--- config.mk ---
export PLATFORM = sky130hd
export DESIGN_NAME = tri_sum_unwinder_flat
export DESIGN_NICKNAME = d
export VERILOG_FILES = /design/src/rtl/tri_sum_unwinder_if.sv /design/src/rtl/tri_sum_unwinder.sv /design/src/flat_wrapper.sv
export SDC_FILE = /design/constraint.sdc
export NUM_CORES = 1
export LEC_CHECK = 0
export BUFFER_PORTS_ARGS = -buffer_cell sky130_fd_sc_hd__buf_2
export CELL_PAD_IN_SITES_DETAIL_PLACEMENT = 0
export CELL_PAD_IN_SITES_GLOBAL_PLACEMENT = 1
export CORE_MARGIN = 4
export CORE_UTILIZATION = 36
export DETAILED_ROUTE_END_ITERATION = 10
export GPL_TIMING_DRIVEN = 0
export HOLD_SLACK_MARGIN = 0.06
export PLACE_DENSITY = 0.79
export SYNTH_ARGS = -nofsm -noshare
export SYNTH_HDL_FRONTEND = slang
export SYNTH_SLANG_ARGS = --single-unit
--- constraint.sdc ---
create_clock -name clk -period 3.4 [get_ports clk]
set_clock_uncertainty 0.2 [all_clocks]
set_input_delay 0.68 -clock clk [delete_from_list [all_inputs] [get_ports clk]]
set_output_delay 0.68 -clock clk [all_outputs]
set_load 0.02 [all_outputs]
--- src/rtl/tri_sum_unwinder_if.sv ---
// Bus bundle for tri_sum_unwinder: load/step controls in, unwound pair and status out.
interface tri_sum_unwinder_if #(
  parameter int W = 15
);
  logic         load;
  logic [W-1:0] x_in;
  logic [W-1:0] y_in;
  logic         selector;
  logic [W-1:0] x;
  logic [W-1:0] y;
  logic         busy;
  logic         done;
  logic         err;

  modport master (
    output load, x_in, y_in, selector,
    input  x, y, busy, done, err
  );

  modport slave (
    input  load, x_in, y_in, selector,
    output x, y, busy, done, err
  );
endinterface

--- src/rtl/tri_sum_unwinder.sv ---
// Walks an (x,y) triangular-accumulator pair back to y==0, flagging unreachable pairs.
// Optional macro ORIGIN_CHECK_EN: on reaching y==0, raise err if x differs from X_ORIGIN.
module tri_sum_unwinder #(
  parameter int W        = 15,
  parameter int YMAX     = 300,
  parameter int X_ORIGIN = 1
) (
  input  logic              clk,
  input  logic              rst_n,
  tri_sum_unwinder_if.slave bus
);
  typedef enum logic [1:0] {IDLE, UNWIND, DONE, ERR} state_t;

  localparam logic [W-1:0] YMAX_W   = W'(YMAX);
  localparam logic [W-1:0] X_ORIG_W = W'(X_ORIGIN);

  state_t       state, state_n;
  logic [W-1:0] x_q, y_q, x_n, y_n;
  logic         busy_q, done_q, err_q;
  logic         busy_n, done_n, err_n;
  logic [W-1:0] y_m1;
  logic         y_zero, under, origin_bad;

  // y-1 is only meaningful when y>0; the y==0 branch never uses it.
  assign y_zero = (y_q == '0);
  assign y_m1   = y_zero ? '0 : y_q - W'(1);
  assign under  = (x_q < y_m1);

`ifdef ORIGIN_CHECK_EN
  assign origin_bad = (x_q != X_ORIG_W);
`else
  assign origin_bad = 1'b0;
`endif

  always_comb begin
    state_n = state;
    x_n     = x_q;
    y_n     = y_q;
    busy_n  = busy_q;
    done_n  = done_q;
    err_n   = err_q;
    case (state)
      IDLE, DONE, ERR: begin
        if (bus.load) begin
          x_n = bus.x_in;
          y_n = bus.y_in;
          if (bus.y_in > YMAX_W) begin
            state_n = ERR;
            busy_n  = 1'b0;
            done_n  = 1'b1;
            err_n   = 1'b1;
          end else begin
            state_n = UNWIND;
            busy_n  = 1'b1;
            done_n  = 1'b0;
            err_n   = 1'b0;
          end
        end
      end
      UNWIND: begin
        if (y_zero) begin
          state_n = DONE;
          busy_n  = 1'b0;
          done_n  = 1'b1;
          err_n   = origin_bad;
        end else if (bus.selector) begin
          // Compare before subtracting so the pair never wraps.
          if (under) begin
            state_n = ERR;
            busy_n  = 1'b0;
            done_n  = 1'b1;
            err_n   = 1'b1;
          end else begin
            x_n = x_q - y_m1;
            y_n = y_m1;
          end
        end
      end
      default: state_n = IDLE;
    endcase
  end

  always_ff @(posedge clk or negedge rst_n) begin
    if (!rst_n) begin
      state  <= IDLE;
      x_q    <= X_ORIG_W;
      y_q    <= '0;
      busy_q <= 1'b0;
      done_q <= 1'b0;
      err_q  <= 1'b0;
    end else begin
      state  <= state_n;
      x_q    <= x_n;
      y_q    <= y_n;
      busy_q <= busy_n;
      done_q <= done_n;
      err_q  <= err_n;
    end
  end

  assign bus.x    = x_q;
  assign bus.y    = y_q;
  assign bus.busy = busy_q;
  assign bus.done = done_q;
  assign bus.err  = err_q;
endmodule

--- src/flat_wrapper.sv ---
// flat-port wrapper written by rule: the top's interface ports become plain ports
module tri_sum_unwinder_flat 
#(
  parameter int W        = 15,
  parameter int YMAX     = 300,
  parameter int X_ORIGIN = 1
)
  (clk, rst_n, bus_load, bus_x_in, bus_y_in, bus_selector, bus_x, bus_y, bus_busy, bus_done, bus_err);
  tri_sum_unwinder_if #(.W(W)) bus_i ();
  input  logic clk;
  input  logic rst_n;
  input wire logic [$bits(bus_i.load)-1:0] bus_load;
  input wire logic [$bits(bus_i.x_in)-1:0] bus_x_in;
  input wire logic [$bits(bus_i.y_in)-1:0] bus_y_in;
  input wire logic [$bits(bus_i.selector)-1:0] bus_selector;
  output wire logic [$bits(bus_i.x)-1:0] bus_x;
  output wire logic [$bits(bus_i.y)-1:0] bus_y;
  output wire logic [$bits(bus_i.busy)-1:0] bus_busy;
  output wire logic [$bits(bus_i.done)-1:0] bus_done;
  output wire logic [$bits(bus_i.err)-1:0] bus_err;
  assign bus_i.load = bus_load;
  assign bus_i.x_in = bus_x_in;
  assign bus_i.y_in = bus_y_in;
  assign bus_i.selector = bus_selector;
  assign bus_x = bus_i.x;
  assign bus_y = bus_i.y;
  assign bus_busy = bus_i.busy;
  assign bus_done = bus_i.done;
  assign bus_err = bus_i.err;
  tri_sum_unwinder #(.W(W), .YMAX(YMAX), .X_ORIGIN(X_ORIGIN)) u_core (.clk(clk), .rst_n(rst_n), .bus(bus_i));
endmodule
==> results.cfg <==
[worst_setup_path]
critPathBufInv = 2
critPathTopFamily = simple AND/OR/NAND/NOR gates
reg2reg_depth = 14
startpoint_type = register
reg2reg_from = u_core.bus.y[8]
cp.required_ns = 3.38
path_depth = 14
critPathKind = register to register
crit_end = u_core.bus.x[7]
worstSetupStartpoint = u_core.bus.y[8]
r2r_slack_ns = -0.45
slowest_delay_ns = 0.58
rr_endpoint = u_core.bus.x[7]
cp_max_fo = 7
critPathCaptureType = register
cp_common_cell = or4_4
crit_chain = or4_4 -> nor3_4 -> nand3_4 -> clkbuf_16 -> nand2_4 -> ha_4 -> a211oi_2 -> nor2_1 -> or4_4 -> o21ai_4 -> or2_1 -> buf_6 -> nor2_2 -> a221o_1
arrival_ns = 3.83
cpMaxStageDelayCell = or4_4

[synth]
synth.mux.area_fraction_pct = 0
synth_area_mm2 = 0.00276
synth-compound-area-share_pct = 24.1
synthTopCellsByArea = dfrtp_1 (31%), ha_1 (7.7%), nor2_1 (6.4%)
synthAdderAreaFrac_pct = 8.44
synth_nets = 384
synth_common_cells = nor2_1 (47), nand2_1 (41), dfrtp_1 (34)
yosysUniqueCellTypes = 53
synth_top_family_by_area = compound AO/OA/AOI/OAI gates
netlist_instances = 332
synth-xor-area-share_pct = 6.67
yosysMostFrequentCell = nor2_1
syn_avg_cell_area_um2 = 8.30
yosysSeqAreaShare_pct = 31.8
synth_top_area_cell = dfrtp_1
ys.flop_type = dfrtp_1
synthDominantCellAreaShare_pct = 30.9
ys.warnings.count = 0
synthArstFlopShare_pct = 100
synthSimpleGateAreaFrac_pct = 24.1
synth_seq_cells = 35
synth_edf_count = 0

[power_and_ir_drop]
power_leakage_nw = 1.77
power-per-cell-area_mw_per_mm2 = 406
vdd_drop_max_v = 0.000248

[routing]
drc = 0
first_iter_violations = 159
routed_wl_mm = 10.1
drtAntennaViolNets = 0
dr.pass1.iters = 4
vias = 2978
wl_per_cell_um = 18.8
viasPerCell = 5.57

[clocking]
clock_latency_ns = 0.30
clock-root-buffer = clkbuf_8
cts_buffers = 5
cts_sinks = 35
cts_tree = done
cts_hold_buf = 0
clock_path_buffers = 2
h-tree-depth = 2
path_clk_slew_ns = 0.08

[sta]
finalHoldViolCount = 0
layout_min_cycle_time_ns = 3.85
setup_viol = 34
max_clock_freq_mhz = 260
rsz0062_at_grt = true
slew_violations = 0
tightest_slew_ns = 0.872
post-route-period-util_pct = 113
fin_ws_ns = -0.451
maxSlewHeadroom_pct = 41.9
fin_hold_ws_ns = 0.289

[die]
initial_core_util_pct = 37.6
core.rowCount = 31
fp.coreArea_mm2 = 0.00733
die_y_um = 95.5
pin_count = 67
die-area_mm2 = 0.00912
fp.dieW_um = 95.5

[final_layout]
n_fill_cell = 655
regArea_um2 = 886
syn_to_final_growth_pct = 50.3
drive_gt1_share_pct = 46.6
final_nets = 487
num_antenna_cells = 0
multi_input_area_mm2 = 0.00223

[outcome]
outcome = complete, but fails checks
violations = negative setup slack

[hold_path]
hold_class = input port to async pin

[global_route]
grt_util_all_layers_pct = 21.9
grt_pass1_vias = 2812
grt_overflow = 0
grt_pass1_wl_mm = 15.0
grt_max_degree = 36
antenna_found_initial = 0

[place]
hpwlAfterDp_mm = 6.64
portBuffers = 66
dpl_worst_slack_ns = -0.929
finalWeightedCongestion = 0.859

[run]
cap_violations = 0
[worst min-delay path by stage]
stage / to / start / cells after the start
floorplan: u_core.bus.busy / rst_n / 0
global placement: u_core.bus.err / u_core.bus.err / 1
detailed placement: u_core.bus.err / u_core.bus.err / 1
CTS: u_core.bus.err / u_core.bus.err / 1
global route: u_core.bus.err / u_core.bus.err / 1
finish: u_core.bus.x[12] / rst_n / 1
[area by class of cell]
| class | instances | area share (%) |
|---|---|---|
| timing repair buffer | 102 | 15.3 |
| clock inverter | 1 | 0.725 |
| clock buffer | 7 | 1.84 |
| buffer | 13 | 3.14 |
| multi-input combinational | 268 | 53.7 |
| sequential | 35 | 21.4 |
| tap | 99 | 2.99 |
| inverter | 10 | 0.906 |
[layout by cell type (no fill, tap or decap), types with 5 or more instances in the layout]
master | netlist | routed
nand2_1 | 41 | 33
ha_4 | 0 | 10
buf_4 | 0 | 31
a21o_1 | 7 | 7
a311oi_1 | 6 | 6
nand2_2 | 0 | 6
nor2_2 | 0 | 6
a221o_1 | 7 | 7
buf_6 | 2 | 9
clkbuf_8 | 0 | 5
nor3_1 | 13 | 9
xor2_1 | 9 | 8
dfrtp_2 | 0 | 7
a21oi_2 | 0 | 5
buf_2 | 7 | 66
and3_1 | 7 | 5
dfrtp_1 | 34 | 27
o21ai_0 | 11 | 6
inv_1 | 10 | 8
nor2_1 | 47 | 39
a21oi_1 | 19 | 13
clkbuf_1 | 10 | 7
xnor2_1 | 12 | 12
o21a_1 | 5 | 5
a31oi_1 | 6 | 5
[logic make-up after synthesis]
kind of cell	after synthesis
AO/OA/AOI/OAI	93
XOR/XNOR	21
adder cells (fa/ha/maj)	18
buffers and inverters	29
flip-flops	35
AND/OR/NAND/NOR	136
[layer usage]
metal | track usage, % | wire [um] | vias to the layer above
met1 | 29.6 | 4410 | 1436
met2 | 37.0 | 4910 | 104
met3 | 3.31 | 599 | 12
li1 | - | - | 1426
met5 | 0 | 0 | -
met4 | 4.50 | 138 | 0
[report_power, final]
part | switching (mW) | leakage [nW] | internal [mW] | total, mW
sequential | 0.0543 | 0.385 | 0.456 | 0.510
clock | 0.171 | 0.0524 | 0.220 | 0.390
combinational | 0.429 | 1.34 | 0.351 | 0.781
total | 0.654 | 1.77 | 1.03 | 1.68
[registers in the layout, indices dropped and copies added, names as in the netlist]
name	cells
u_core.bus.y	15
u_core.bus.err	1
u_core.state	2
u_core.bus.x	15
u_core.bus.done	1
u_core.bus.busy	1
[metrics by stage]
stage	cell area, um2	total power, mW	setup TNS (ns)	instances	utilization (%)
final	4140	1.68	-13.21	535	56.5
after detailed placement	3280	1.09	-27.73	497	44.7
after global routing	4140	1.78	-17.48	535	56.5
after global placement	3280	1.08	-26.08	497	44.7
after CTS	3820	1.59	-8.96	523	52.1
after floorplan	2820	0.923	-10.89	332	-
[worst reg2reg max path, cell delays in order, from the launching register on]
cell and delay [ns]:
dfrtp_2 0.42, or4_4 0.58, nor3_4 0.24, nand3_4 0.18, clkbuf_16 0.21, nand2_4 0.06, ha_4 0.20, a211oi_2 0.20
nor2_1 0.08, or4_4 0.53, o21ai_4 0.25, or2_1 0.16, buf_6 0.14, nor2_2 0.04, a221o_1 0.26
[repair_timing]
| action | in CTS | in global routing |
|---|---|---|
| setup buffers | 21 | 12 |
| setup endpoints to repair | 34 | 34 |
| pin swaps | 32 | 23 |
| gates cloned | 2 | 1 |
| resized for setup | 66 | 45 |
No activity file was read; power rests on OpenSTA's default activity.
